===== src/rtl/uart_tx_core.sv =====
// Parametrised UART transmitter: start bit, DATA_BITS LSB first, optional parity, 1-2 stop bits.
// Define UART_TX_PARITY_EN to build the parity bit; PARITY_ODD then selects odd (1) or even (0).
module uart_tx_core #(
    parameter int CLK_FREQ   = 48000000,
    parameter int BAUD       = 9600,
    parameter int DATA_BITS  = 8,
    parameter int STOP_BITS  = 1,
    parameter int PARITY_ODD = 0
) (
    input  logic                 clk,
    input  logic                 reset,
    input  logic                 i_valid,
    output logic                 o_ready,
    input  logic [DATA_BITS-1:0] i_data,
    output logic                 serial_out,
    output logic                 o_busy,
    output logic                 o_done
);

    localparam int DIV = CLK_FREQ / BAUD;
    localparam int CW  = (DIV > 2) ? $clog2(DIV) : 1;
    localparam int BW  = $clog2(DATA_BITS);

    localparam logic [CW-1:0] CNT_LAST  = CW'(DIV - 1);
    localparam logic [CW-1:0] CNT_PRE   = CW'((DIV >= 2) ? DIV - 2 : 0);
    localparam logic [BW-1:0] BIT_LAST  = BW'(DATA_BITS - 1);
    localparam logic          STOP_LAST = (STOP_BITS == 2);

    if (DIV < 2) begin : g_bad_div
        $error("uart_tx_core: CLK_FREQ/BAUD must be at least 2");
    end
    if (DATA_BITS < 5 || DATA_BITS > 9) begin : g_bad_data_bits
        $error("uart_tx_core: DATA_BITS must be in 5..9");
    end
    if (STOP_BITS != 1 && STOP_BITS != 2) begin : g_bad_stop_bits
        $error("uart_tx_core: STOP_BITS must be 1 or 2");
    end
    if (PARITY_ODD != 0 && PARITY_ODD != 1) begin : g_bad_parity_odd
        $error("uart_tx_core: PARITY_ODD must be 0 or 1");
    end

`ifdef UART_TX_PARITY_EN
    typedef enum logic [2:0] {IDLE, START, DATA, PARITY, STOP} state_t;
    logic parity_bit;
`else
    typedef enum logic [1:0] {IDLE, START, DATA, STOP} state_t;
`endif

    state_t                 state;
    logic [CW-1:0]          cnt;
    logic [BW-1:0]          bit_idx;
    logic                   stop_idx;
    logic [DATA_BITS-1:0]   shift_reg;
    logic                   ready_en;

    // Reset clears ready_en asynchronously, so o_ready drops the moment reset rises.
    assign o_ready = (state == IDLE) && ready_en;

    // NOTE: every register here is assigned with <= so all of them see pre-edge values.
    always_ff @(posedge clk or posedge reset) begin
        if (reset) begin
            state      <= IDLE;
            cnt        <= '0;
            bit_idx    <= '0;
            stop_idx   <= 1'b0;
            shift_reg  <= '0;
            serial_out <= 1'b1;
            o_busy     <= 1'b0;
            o_done     <= 1'b0;
            ready_en   <= 1'b0;
`ifdef UART_TX_PARITY_EN
            parity_bit <= 1'b0;
`endif
        end else begin
            ready_en <= 1'b1;
            o_done   <= 1'b0;
            case (state)
                IDLE: begin
                    if (i_valid && o_ready) begin
                        shift_reg  <= i_data;
`ifdef UART_TX_PARITY_EN
                        // Sampled on the same edge as shift_reg, so it reflects the latched word.
                        parity_bit <= (^i_data) ^ (PARITY_ODD != 0);
`endif
                        cnt        <= '0;
                        bit_idx    <= '0;
                        stop_idx   <= 1'b0;
                        serial_out <= 1'b0;
                        o_busy     <= 1'b1;
                        state      <= START;
                    end
                end
                START: begin
                    if (cnt == CNT_LAST) begin
                        cnt        <= '0;
                        serial_out <= shift_reg[0];
                        state      <= DATA;
                    end else begin
                        cnt <= cnt + 1'b1;
                    end
                end
                DATA: begin
                    if (cnt == CNT_LAST) begin
                        cnt       <= '0;
                        shift_reg <= shift_reg >> 1;
                        if (bit_idx == BIT_LAST) begin
`ifdef UART_TX_PARITY_EN
                            serial_out <= parity_bit;
                            state      <= PARITY;
`else
                            serial_out <= 1'b1;
                            state      <= STOP;
`endif
                        end else begin
                            bit_idx    <= bit_idx + 1'b1;
                            serial_out <= shift_reg[1];
                        end
                    end else begin
                        cnt <= cnt + 1'b1;
                    end
                end
`ifdef UART_TX_PARITY_EN
                PARITY: begin
                    if (cnt == CNT_LAST) begin
                        cnt        <= '0;
                        serial_out <= 1'b1;
                        state      <= STOP;
                    end else begin
                        cnt <= cnt + 1'b1;
                    end
                end
`endif
                STOP: begin
                    if (cnt == CNT_LAST) begin
                        cnt <= '0;
                        if (stop_idx == STOP_LAST) begin
                            o_busy <= 1'b0;
                            state  <= IDLE;
                        end else begin
                            stop_idx <= 1'b1;
                        end
                    end else begin
                        cnt <= cnt + 1'b1;
                        // Raise o_done one edge early so it is high during the final clock.
                        if (stop_idx == STOP_LAST && cnt == CNT_PRE) begin
                            o_done <= 1'b1;
                        end
                    end
                end
                default: state <= IDLE;
            endcase
        end
    end

endmodule

===== config.mk =====
export PLATFORM = sky130hd
export DESIGN_NAME = uart_tx_core
export DESIGN_NICKNAME = d
export VERILOG_FILES = /design/src/rtl/uart_tx_core.sv
export SDC_FILE = /design/constraint.sdc
export NUM_CORES = 1
export LEC_CHECK = 0
export ABC_CLOCK_PERIOD_IN_PS = 3270
export CAP_MARGIN = 20
export CORE_MARGIN = 10
export CORE_UTILIZATION = 47
export DETAILED_ROUTE_END_ITERATION = 10
export PLACE_DENSITY = 0.72
export RECOVER_POWER = 25
export SLEW_MARGIN = 15
export SYNTH_ARGS = -nofsm -noshare
export SYNTH_HDL_FRONTEND = slang
export SYNTH_SLANG_ARGS = --single-unit

===== constraint.sdc =====
create_clock -name clk -period 3.27 [get_ports clk]
set_input_delay 0.327 -clock clk [delete_from_list [all_inputs] [get_ports clk]]
set_output_delay 0.327 -clock clk [all_outputs]
set_load 0.01 [all_outputs]

### After elaboration in Yosys (flattened, before gate mapping)

Cells that the tools add are included.

| cells by class | value |
|---|---|
| bitwise operators | 1 |
| equality and inequality tests | 13 |
| muxes and demuxes | 32 |
| reductions and logical operators | 14 |
| add/sub/neg operators | 2 |

Operators with widths:

| operator | number |
|---|---|
| equality test 13 bit (second input constant) | 2 |
| two-way mux 13 bit | 2 |
| one-hot mux 13 bit (2 select lines) | 1 |
| two-way mux 8 bit | 2 |
| one-hot mux 8 bit (2 select lines) | 1 |
| adder 13 x 1 -> 13 bit (second input constant) | 1 |
| two-way mux 1 bit | 12 |
| two-way mux 2 bit | 6 |
| != test 2 bit (second input constant) | 6 |
| AND reduction 4 bit | 3 |
| two-way mux 3 bit | 3 |
| one-hot mux 2 bit (4 select lines) | 1 |
| one-hot mux 3 bit (2 select lines) | 1 |
| AND reduction 3 bit | 2 |
| AND reduction 6 bit | 1 |
| equality test 2 bit (second input constant) | 2 |
| one-hot mux 1 bit (2 select lines) | 2 |
| nonzero test 2 bit | 2 |
| adder 3 x 1 -> 3 bit (second input constant) | 1 |
| equality test 3 bit (second input constant) | 1 |
| logical AND 1 bit | 3 |
| one-hot mux 1 bit (3 select lines) | 1 |
| nonzero test 3 bit | 1 |
| OR reduction 3 bit | 1 |
| other kinds (4) | 4 |

| storage, ports and cells | value |
|---|---|
| output and inout port bits | 4 |
| register bits | 31 |
| input port bits | 11 |

### Logic depth before layout (Yosys ltp)

| logic depth | value |
|---|---|
| depth after elaboration | 5 |
| mapped depth | 7 |
| depth with buffers taken out | 6 |

### Worst setup path before layout

No wires, ideal clock.

| timing path | value |
|---|---|
| kind | register to register |
| start | register cnt[6] |
| end | register bit_idx[0] |
| path buffers | 2 |
| required time | 3135 ps |
| stages on the path, launching flop included | 7 |
| arrival | 1976 ps |
| path slack | 1160 ps |
| clock period less this slack | 2110 ps |
| cell sequence | dfrtp_1 -> or4b_4 -> or4_1 -> buf_2 -> buf_6 -> o211ai_1 -> o211ai_1 |

| between the ends | value |
|---|---|
| word-level cells in the longest chain between the ends | 3 |

Ends and longest elaborated chain:

| item | RTL line | source |
|---|---|---|
| from (decl) | 50 | `logic [CW-1:0] cnt;` |
| from (signal assigned) | 99 | `cnt <= cnt + 1'b1;` |
| from (signal assigned) | 119 | `cnt <= cnt + 1'b1;` |
| from (signal assigned) | 143 | `cnt <= cnt + 1'b1;` |
| equality test 13 bit | 103 | `if (cnt == CNT_LAST) begin` |
| != test 2 bit (no source line) | n/a |  |
| AND reduction 4 bit (no source line) | n/a |  |
| to (signal assigned) | 115 | `bit_idx <= bit_idx + 1'b1;` |
| to (decl) | 51 | `logic [BW-1:0] bit_idx;` |

No other way between the ends.
A chain may end at the register's enable or synchronous reset.

### Worst setup path in the final report

| timing path | value |
|---|---|
| start | register state[1] |
| end | output o_ready |

| between the ends | value |
|---|---|
| word-level cells in the longest chain between the ends | 2 |

Ends and longest elaborated chain:

| item | RTL line | source |
|---|---|---|
| from (decl) | 49 | `state_t state;` |
| from (signal assigned) | 62 | `state <= IDLE;` |
| from (signal assigned) | 90 | `state <= START;` |
| from (signal assigned) | 97 | `state <= DATA;` |
| logical NOT 2 bit | 57 | `assign o_ready = (state == IDLE) && ready_en;` |
| logical AND 1 bit | 57 |  |
| to (decl) | 13 | `output logic o_ready,` |

No other way between the ends.

==> impl_metrics.toml <==
[pwr]
leakage_nw = 0.828
irDropWorstVdd_v = 0.000210
cellPowerDensity_nw_per_um2 = 331

[floorplanning]
ios = 15
start_util = 0.492
fp.coreArea_um2 = 3720
die_width_um = 82.4
rows = 22
die_y_um = 82.4
die_area_um2 = 6780

[sta]
fin_setup_tns_ns = 0
rsz0062_at_grt = "false"
relSlewSlack = -0.0790
min_period_ns = 2.57
worst_slew_pin_slew_ns = 1.62
clock.fmax_mhz = 388
final.period_utilization = 0.787
hold_viol = 0
setup_violations = 0
skew_ns = 0.00330
slew_viol_final = 31
holdWs_ns = 0.490

[run]
maxCapViolCount = 1

[yosys]
synth_seq_cells = 30
yosys-top-cells-area = "dfrtp_1, ha_1, nand3_1"
yosys_warnings = 0
yosysSeqAreaShare = 0.411
netlist.top_cell.by_area = "dfrtp_1"
ys_dominant_reg_cell = "dfrtp_1"
synth_area_um2 = 1830
yosysUniqueCellTypes = 53
synth_async_sr_flop_share = 1.00
syn_area_per_cell_um2 = 9.23
syn-instance-count = 198
synth_edf_count = 0
synth_nets = 218
yosysTopAreaCellShare = 0.397

[global_routing]
grt_pass1_vias = 1543
grt_first_pass_wirelength_um = 7520
gr-total-overflow = 0
grt_max_degree = 31
grtUsageTotal = 0.140
antenna_found_initial = 0

[drt]
drt-total-wl_um = 4280
first_pass_iters = 4
initialDrtViolationCount = 193
drc = 0
final_antenna_net_count = 0
wl_per_cell_um = 16.5
vias = 1568
avgViaCountPerCell = 6.05

[clock_tree]
post_cts_buffers = 0
path_clk_slew_ns = 0.06
cts.sinks = 30
cts_tree = "yes"
htreeDepth = 2
clk-insertion-delay-late_ns = 0.28
cts-buffers-inserted = 5
clockRootBuffer = "clkbuf_8"
hold_buffers = 0
post_cts_resized = 0
clock_path_buffers = 2

[cells_and_area]
largest_register_ffs = 13
utilization = 0.558
multiInputGateArea_um2 = 985
diodes = 0
final_cell_area_um2 = 2070
final_net_count = 232
area_growth_pct = 13.3
drive_above_1_share = 0.0853
regArea_um2 = 752
n_fill_cell = 338

[critical_path]
crit_path_max_fanout = 23
arrival_ns = 2.25
reg2reg_depth = 5
path_class = "flip-flop to output pin"
cp.required_ns = 2.94
end_kind = "output pin"
worstSetupStartpointType = "flip-flop"

[placed_design]
dp_hpwl_um = 3050
port_buffers = 14
gp_congestion = 0.819
placed_area_um2 = 1990

[outcome]
violations = "max-capacitance violations, max-slew violations"
status = "finished with violations"

[worst_hold_path]
hold_path_class = "flip-flop to flip-flop"
holdPathStages = 1
==> area by class of cell <==
| type | count | share of cell area |
|---|---|---|
| repair buffers | 17 | 0.0767 |
| flip-flops and latches | 30 | 0.363 |
| clock buffers | 6 | 0.0399 |
| multi-input cells | 149 | 0.475 |
| inverters | 9 | 0.0163 |
| well taps | 48 | 0.0290 |
==> critical path: stages (launching register included) <==
cell	delay, ns
dfrtp_1	0.41
inv_1	0.15
ha_1	0.65
and2_1	0.22
clkdlybuf4s50_1	0.54
==> cell usage after synthesis (2+ instances only) <==
library cell	number
dfrtp_1	29
nand2_1	18
nand3_1	14
o21ai_0	10
ha_1	9
inv_1	9
nand4_1	9
nor2_1	9
o211ai_1	7
a22oi_1	6
a31oi_1	6
nor3_1	6
nand2b_1	5
o31ai_1	4
and2_1	3
and3_1	3
buf_2	3
clkbuf_1	3
o2bb2ai_1	3
or3_1	3
a211oi_1	2
a21o_1	2
nand4b_1	2
nor3b_1	2
o21ai_1	2
o22a_1	2
==> stage by stage <==
step | cells | setup WS (ns) | total power, mW
2_1_floorplan | 198 | 1.16 | 0.387
3_3_place_gp | 253 | 0.958 | 0.403
3_5_place_dp | 253 | 0.818 | 0.404
4_1_cts | 259 | 0.692 | 0.695
5_1_grt | 259 | 0.497 | 0.711
6_report | 259 | 0.695 | 0.686
==> report_power, final <==
group,internal [mW],switching [mW],total (mW)
clock,0.162,0.128,0.290
combinational,0.0115,0.0103,0.0217
sequential,0.373,0.00128,0.374
total,0.546,0.140,0.686
==> worst paths after layout <==
check,startpoint,to,slack (ns)
setup / recovery,state[1]$_DFFE_PP0P_,o_ready,0.70
hold / removal,serial_out$_DFFE_PP1P_,serial_out$_DFFE_PP1P_,0.49
setup reg to reg,cnt[5]$_DFFE_PP0P_,bit_idx[0]$_DFFE_PP0P_,0.82
hold reg to reg,serial_out$_DFFE_PP1P_,serial_out$_DFFE_PP1P_,0.49
max in group asynchronous,reset,o_done$_DFF_PP0_,1.28
min in group asynchronous,reset,shift_reg[7]$_DFFE_PP0P_,1.05
==> per-layer routing <==
layer,wire (um),track usage,part of all wire,vias to the layer above
met5,0,0,0,-
met4,90,0.0680,0.021,0
met3,228,0.0389,0.053,10
met2,1960,0.201,0.46,34
met1,2000,0.189,0.47,755
li1,-,-,-,769
==> placed cells by master (no fill, tap or decap), types with 7 or more instances in the layout <==
master,synthesis,layout
ha_1,9,9
nand3_1,14,14
inv_1,9,9
o211ai_1,7,7
clkdlybuf4s50_1,0,13
o21ai_0,10,10
nor2_1,9,9
dfrtp_1,29,29
nand2_1,18,18
nand4_1,9,9
==> logic make-up after synthesis <==
kind of cell    after synthesis  share of synthesized area
buf+inv                      19                     0.0500
flops                        30                      0.411
other cells                   1                    0.00205
compound gates               54                      0.211
fa+ha+maj                     9                     0.0616
simple gates                 85                      0.264
(Power assumes the default switching activity.)
==> variant 1, RTL diff (same flow settings) <==
The option `UART_TX_PARITY_EN` is turned on by a define.
--- a/src/rtl/uart_tx_core.sv
+++ b/src/rtl/uart_tx_core.sv
@@ -1,4 +1,6 @@
 // Parametrised UART transmitter: start bit, DATA_BITS LSB first, optional parity, 1-2 stop bits.
 // Define UART_TX_PARITY_EN to build the parity bit; PARITY_ODD then selects odd (1) or even (0).
+`define UART_TX_PARITY_EN
+
 module uart_tx_core #(
     parameter int CLK_FREQ   = 48000000,
Function: no difference found for any inputs over 10 cycles, from zero or initial values and one cycle with reset high; that may be too few to reach the edited logic, so the function may still have changed.
==> variant 1 against the original RTL <==
The flow still finishes with violations (capacitance limit, slew limit); fmax grew 9.8%; die area is 0.93% lower; routed wire length shrank 21%; first-iteration DRC count fell by 62%; setup slack gained 0.23 ns; register-to-register slack better by 0.36 ns; utilization up 0.86 points; cell area is 0.78% higher; critical path depth decreased by 1; non-clock buffer count down 1; sequential cell count increased by 2; synthesized cell count is 11% lower; area after synthesis shrank 1.2%.
Power is not compared: it rests on default switching activity, and its combinational part moved more than twofold at a synthesized area within 25%.
==> variant 1: results (changes against the original RTL) <==
stage	metric	value	unit	change
run_status	outcome	complete, but fails checks		unchanged
run_status	failing checks	capacitance limit, slew limit		unchanged
drt	final wirelength	3.37	mm	was 4.28 mm
drt	Vias	1344		was 1,568
final_layout	number of fill cells	322		was 338
critical_path	crit path from	state[2]		was state[1]
drt	met1 routed wirelength after detailed routing	1.51	mm	was 2.00 mm
run	max-cap violations	1		unchanged
critical_path	number of cell instances on the worst register-to-register path	4		was 5
placement	HPWL after detailed placement	2.57	mm	was 3.05 mm
critical_path	critical-path cell with the highest stage delay	clkdlybuf4s50_1		was ha_1
placement	Placed Area	1990	sq um	about the same
synth	share of the yosys chip area belonging to registers	44.4	%	was 41.1%
synth	most instantiated cells after synthesis	dfrtp_1, nand2_1, mux2_2		was dfrtp_1, nand2_1, nand3_1
timing	number of pins exceeding their max-slew limit in the final report	33		was 31
grt	met3 track demand over resource	3.38	%	was 3.89%
grt	first-pass GRT wire length	6.05	mm	was 7.52 mm
synth	cell types with the largest area share after synthesis	dfrtp_1, mux2_2, xnor2_1, nand2_1, ha_1		was dfrtp_1, ha_1, nand3_1, nand2_1, nand4_1
placement	dpl ws	1.08	ns	was 0.818 ns
final_layout	share of layout cells above drive strength 1	17.9	%	was 8.53%
drt	detailed-routed wire length on met2	1.65	mm	was 1.96 mm
timing	final worst clock skew	0.0115	ns	was 0.00330 ns
min_path	number of cells on the worst hold path	2		was 1
synth	Post-Synth Adder-Cell Area	2.77	%	was 6.16%
synth	synthesized netlist net count	191		was 218
grt	number of global-route vias before repair	1360		was 1,543
timing	transition at the pin with the smallest max-transition slack	1.69	ns	was 1.62 ns
## variant 1: changes by cell type after synthesis, sizes merged, moves of 5 or more
cell | unedited run | this run
mux2 | 0 | 16
xnor2 | 0 | 12
nand4 | 9 | 1
a21oi | 1 | 8
a22oi | 6 | 0
a31oi | 6 | 0
ha | 9 | 4
nand2b | 5 | 0
## variant 1: layout make-up
class	instances	area [sq um]	area share (%)
inverters	5	18.8	0.899
repair buffers	16	151	7.25
well taps	48	60.1	2.88
multi-input cells	134	956	45.8
flip-flops and latches	32	802	38.4
clock buffers	8	100	4.79
## variant 1: metrics by stage
stage               instances  power (mW)  util, %  hold WS [ns]
global placement          235       0.455     54.0         0.461
global route              243       0.804     56.6         0.525
detailed placement        235       0.456     54.0         0.486
CTS                       243       0.779     56.7         0.436
floorplan                 176       0.435        -         0.442
finish                    243       0.768     56.6         0.491
## variant 1: worst max-delay path, delay by kind of cell, from the launching register on
kind / cells / cell delay (ns)
buffers and inverters: 1 / 0.53
DFF: 1 / 0.51
and+or+nand+nor: 2 / 0.70
==> variant 2, RTL diff (same flow settings) <==
Without the edit above. Encoding of `state_t`: now Gray code (2 bits for 4 states).
--- a/src/rtl/uart_tx_core.sv
+++ b/src/rtl/uart_tx_core.sv
@@ -44,5 +44,5 @@
     logic parity_bit;
 `else
-    typedef enum logic [1:0] {IDLE, START, DATA, STOP} state_t;
+    typedef enum logic [1:0] {IDLE = 2'b00, START = 2'b01, DATA = 2'b11, STOP = 2'b10} state_t;
 `endif
 
Behaviour: same outputs for any inputs over 10 cycles, from zero or initial values and one cycle with reset high; not proved beyond that.
==> variant 2 against the original RTL <==
Setup slack improved by 0.20 ns; area after synthesis fell by 7.0%; routed wire length is 15% lower; highest routed layer unchanged; cell area is 7.1% lower; sequential cell count unchanged; cell count shrank 11%; clock skew up 0.0079 ns.
Power is not compared: it rests on default switching activity, and its combinational part moved more than twofold at a synthesized area within 25%.
==> variant 2: results (changes against the original RTL) <==
stage	metric	value	unit	change
clocking	clock latency on the worst-skew pair	0.34	ns	was 0.28 ns
grt	number of global-route vias before repair	1327		was 1,543
placement	port buffer count	14		unchanged
drt	final wirelength	3.64	mm	was 4.28 mm
final_layout	flip-flop count of the largest register after layout	13		unchanged
synth	post-synth cell types	39		was 53
clocking	post-cts gate resize count	0		unchanged
synth	cell types with the largest area share after synthesis	dfrtp_1, mux2_2, nand2_1, o221ai_1, ha_1		was dfrtp_1, ha_1, nand3_1, nand2_1, nand4_1
synth	synthesized netlist net count	187		was 218
clocking	clk root buf	clkbuf_4		was clkbuf_8
timing	Final Critical Period	2.37	ns	was 2.57 ns
grt	maximum number of pins on one net before global-route repair	25		was 31
final_layout	share of layout cells above drive strength 1	16.2	%	was 8.53%
synth	top-count cell post-synth	nand2_1		was dfrtp_1
pwr	worst vdd ir	424	uV	
run_status	outcome	completed		was complete, but fails checks
placement	dpl ws	0.967	ns	was 0.818 ns
final_layout	antenna cell count	0		unchanged
critical_path	critical-path cell with the highest stage delay	o31ai_4		was ha_1
clocking	clock-pin slew of the registers on the worst-case setup and hold paths	0.11	ns	was 0.06 ns
pwr	net switching power of the design	0.411	mW	
grt	first-pass GRT wire length	6.22	mm	was 7.52 mm
critical_path	max incr delay on CP	0.63	ns	was 0.65 ns
run	max-cap violations	0		was 1
clocking	TritonCTS Buffers	5		unchanged
drt	count of antenna-violating nets left after detailed routing	0		unchanged
pwr	Leak Pwr	0.766	nW	
synth	yosys synthesis warning count	0		unchanged
grt	overall track demand over capacity in global routing	12.2	%	was 14.0%
clocking	Clock Tree Buf Depth	2		unchanged
min_path	Hold WC Path Type	in2async		was reg2reg
synth	most instantiated cells after synthesis	nand2_1, dfrtp_1, mux2_2		was dfrtp_1, nand2_1, nand3_1
drt	Via density	5.77		was 6.05
critical_path	minimum setup slack among reg-to-reg paths	0.90	ns	was 0.82 ns
drt	1st-pass router iterations	4		unchanged
placement	HPWL after detailed placement	2.54	mm	was 3.05 mm
grt	number of antenna violations at the first check in global routing	0		unchanged
drt	number of DRC violations after detailed-routing iteration 0	121		was 193
final_layout	number of nets at the end of the flow	199		was 232
timing	final worst clock skew	0.0112	ns	was 0.00330 ns
critical_path	Worst Path Required	3.51	ns	was 2.94 ns
critical_path	cell class contributing the biggest share of worst-path delay	compound AO/OA/AOI/OAI gates		was buffers and inverters
clocking	CTS H-tree depth	2		unchanged
synth	share of the yosys chip area belonging to registers	44.3	%	was 41.1%
final_layout	number of fill cells	307		was 338
synth	post-synthesis async set-or-reset flop share	100	%	unchanged
placement	GP Congestion	0.753		was 0.819
timing	remaining max-slew budget at the tightest pin	28.9	%	was -7.90%
clocking	buffers inserted during post-CTS setup optimization	0		unchanged
critical_path	biggest fanout along the worst timing path	24		was 23
variant 2: layer usage:
layer	share of wire, %	global-route usage (%)	wire [um]	up-vias
met4	1.4	5.46	52	0
met3	6.2	4.90	226	7
met1	45	14.5	1630	651
met2	48	18.8	1730	26
li1	-	-	-	648
met5	0	0	0	-
variant 2: logic make-up after synthesis:
group / share of synthesized area, %
AOI/OAI and AO/OA: 14.1
xor gates and xnor gates: 0.516
adders and majority gates: 2.95
buffers and inverters: 4.57
DFF: 44.3
muxes: 11.6
other: 0.221
and+or+nand+nor: 21.8
variant 2: path summary, 6_finish.rpt:
kind                             from      endpoint  cells past startpoint
max in group asynchronous       reset      ready_en                      3
hold reg to reg            serial_out    serial_out                      2
setup reg to reg               cnt[0]  shift_reg[0]                      4
setup / recovery               cnt[0]  shift_reg[0]                      4
hold / removal                  reset  shift_reg[6]                      2
min in group clk           serial_out    serial_out                      2
variant 2: worst register-to-register path, stage by stage, from the launching register on:
cell and delay [ns]:
dfrtp_1 0.45, ha_1 0.27, nand2_1 0.51, o31ai_4 0.64, mux2_2 0.40
variant 2: through the flow:
step	hold WS (ns)	util (%)	cell area, sq um	cells
floorplan	0.417	-	1700	172
global placement	0.462	54.4	1860	222
detailed placement	0.477	55.2	1880	223
CTS	0.342	57.0	1950	231
global route	0.463	56.3	1920	231
finish	0.425	56.3	1920	231
variant 2: final cells by class:
cell class | instances | area, sq um | share of cell area [%]
Multi-Input combinational cell | 122 | 870 | 45.2
Sequential cell | 30 | 752 | 39.1
Timing Repair Buffer | 15 | 144 | 7.48
Tap cell | 46 | 57.6 | 2.99
Clock buffer | 6 | 51.3 | 2.67
Inverter | 10 | 37.5 | 1.95
Clock inverter | 2 | 12.5 | 0.650
variant 2: power groups by stage:
stage,Clock [mW],Sequential (mW),Combinational [mW]
2_1_floorplan,0,0.519,0.268
3_3_place_gp,0,0.583,0.244
3_5_place_dp,0,0.593,0.265
4_1_cts,0.251,0.587,0.267
5_1_grt,0.264,0.607,0.293
6_report,0.243,0.591,0.259
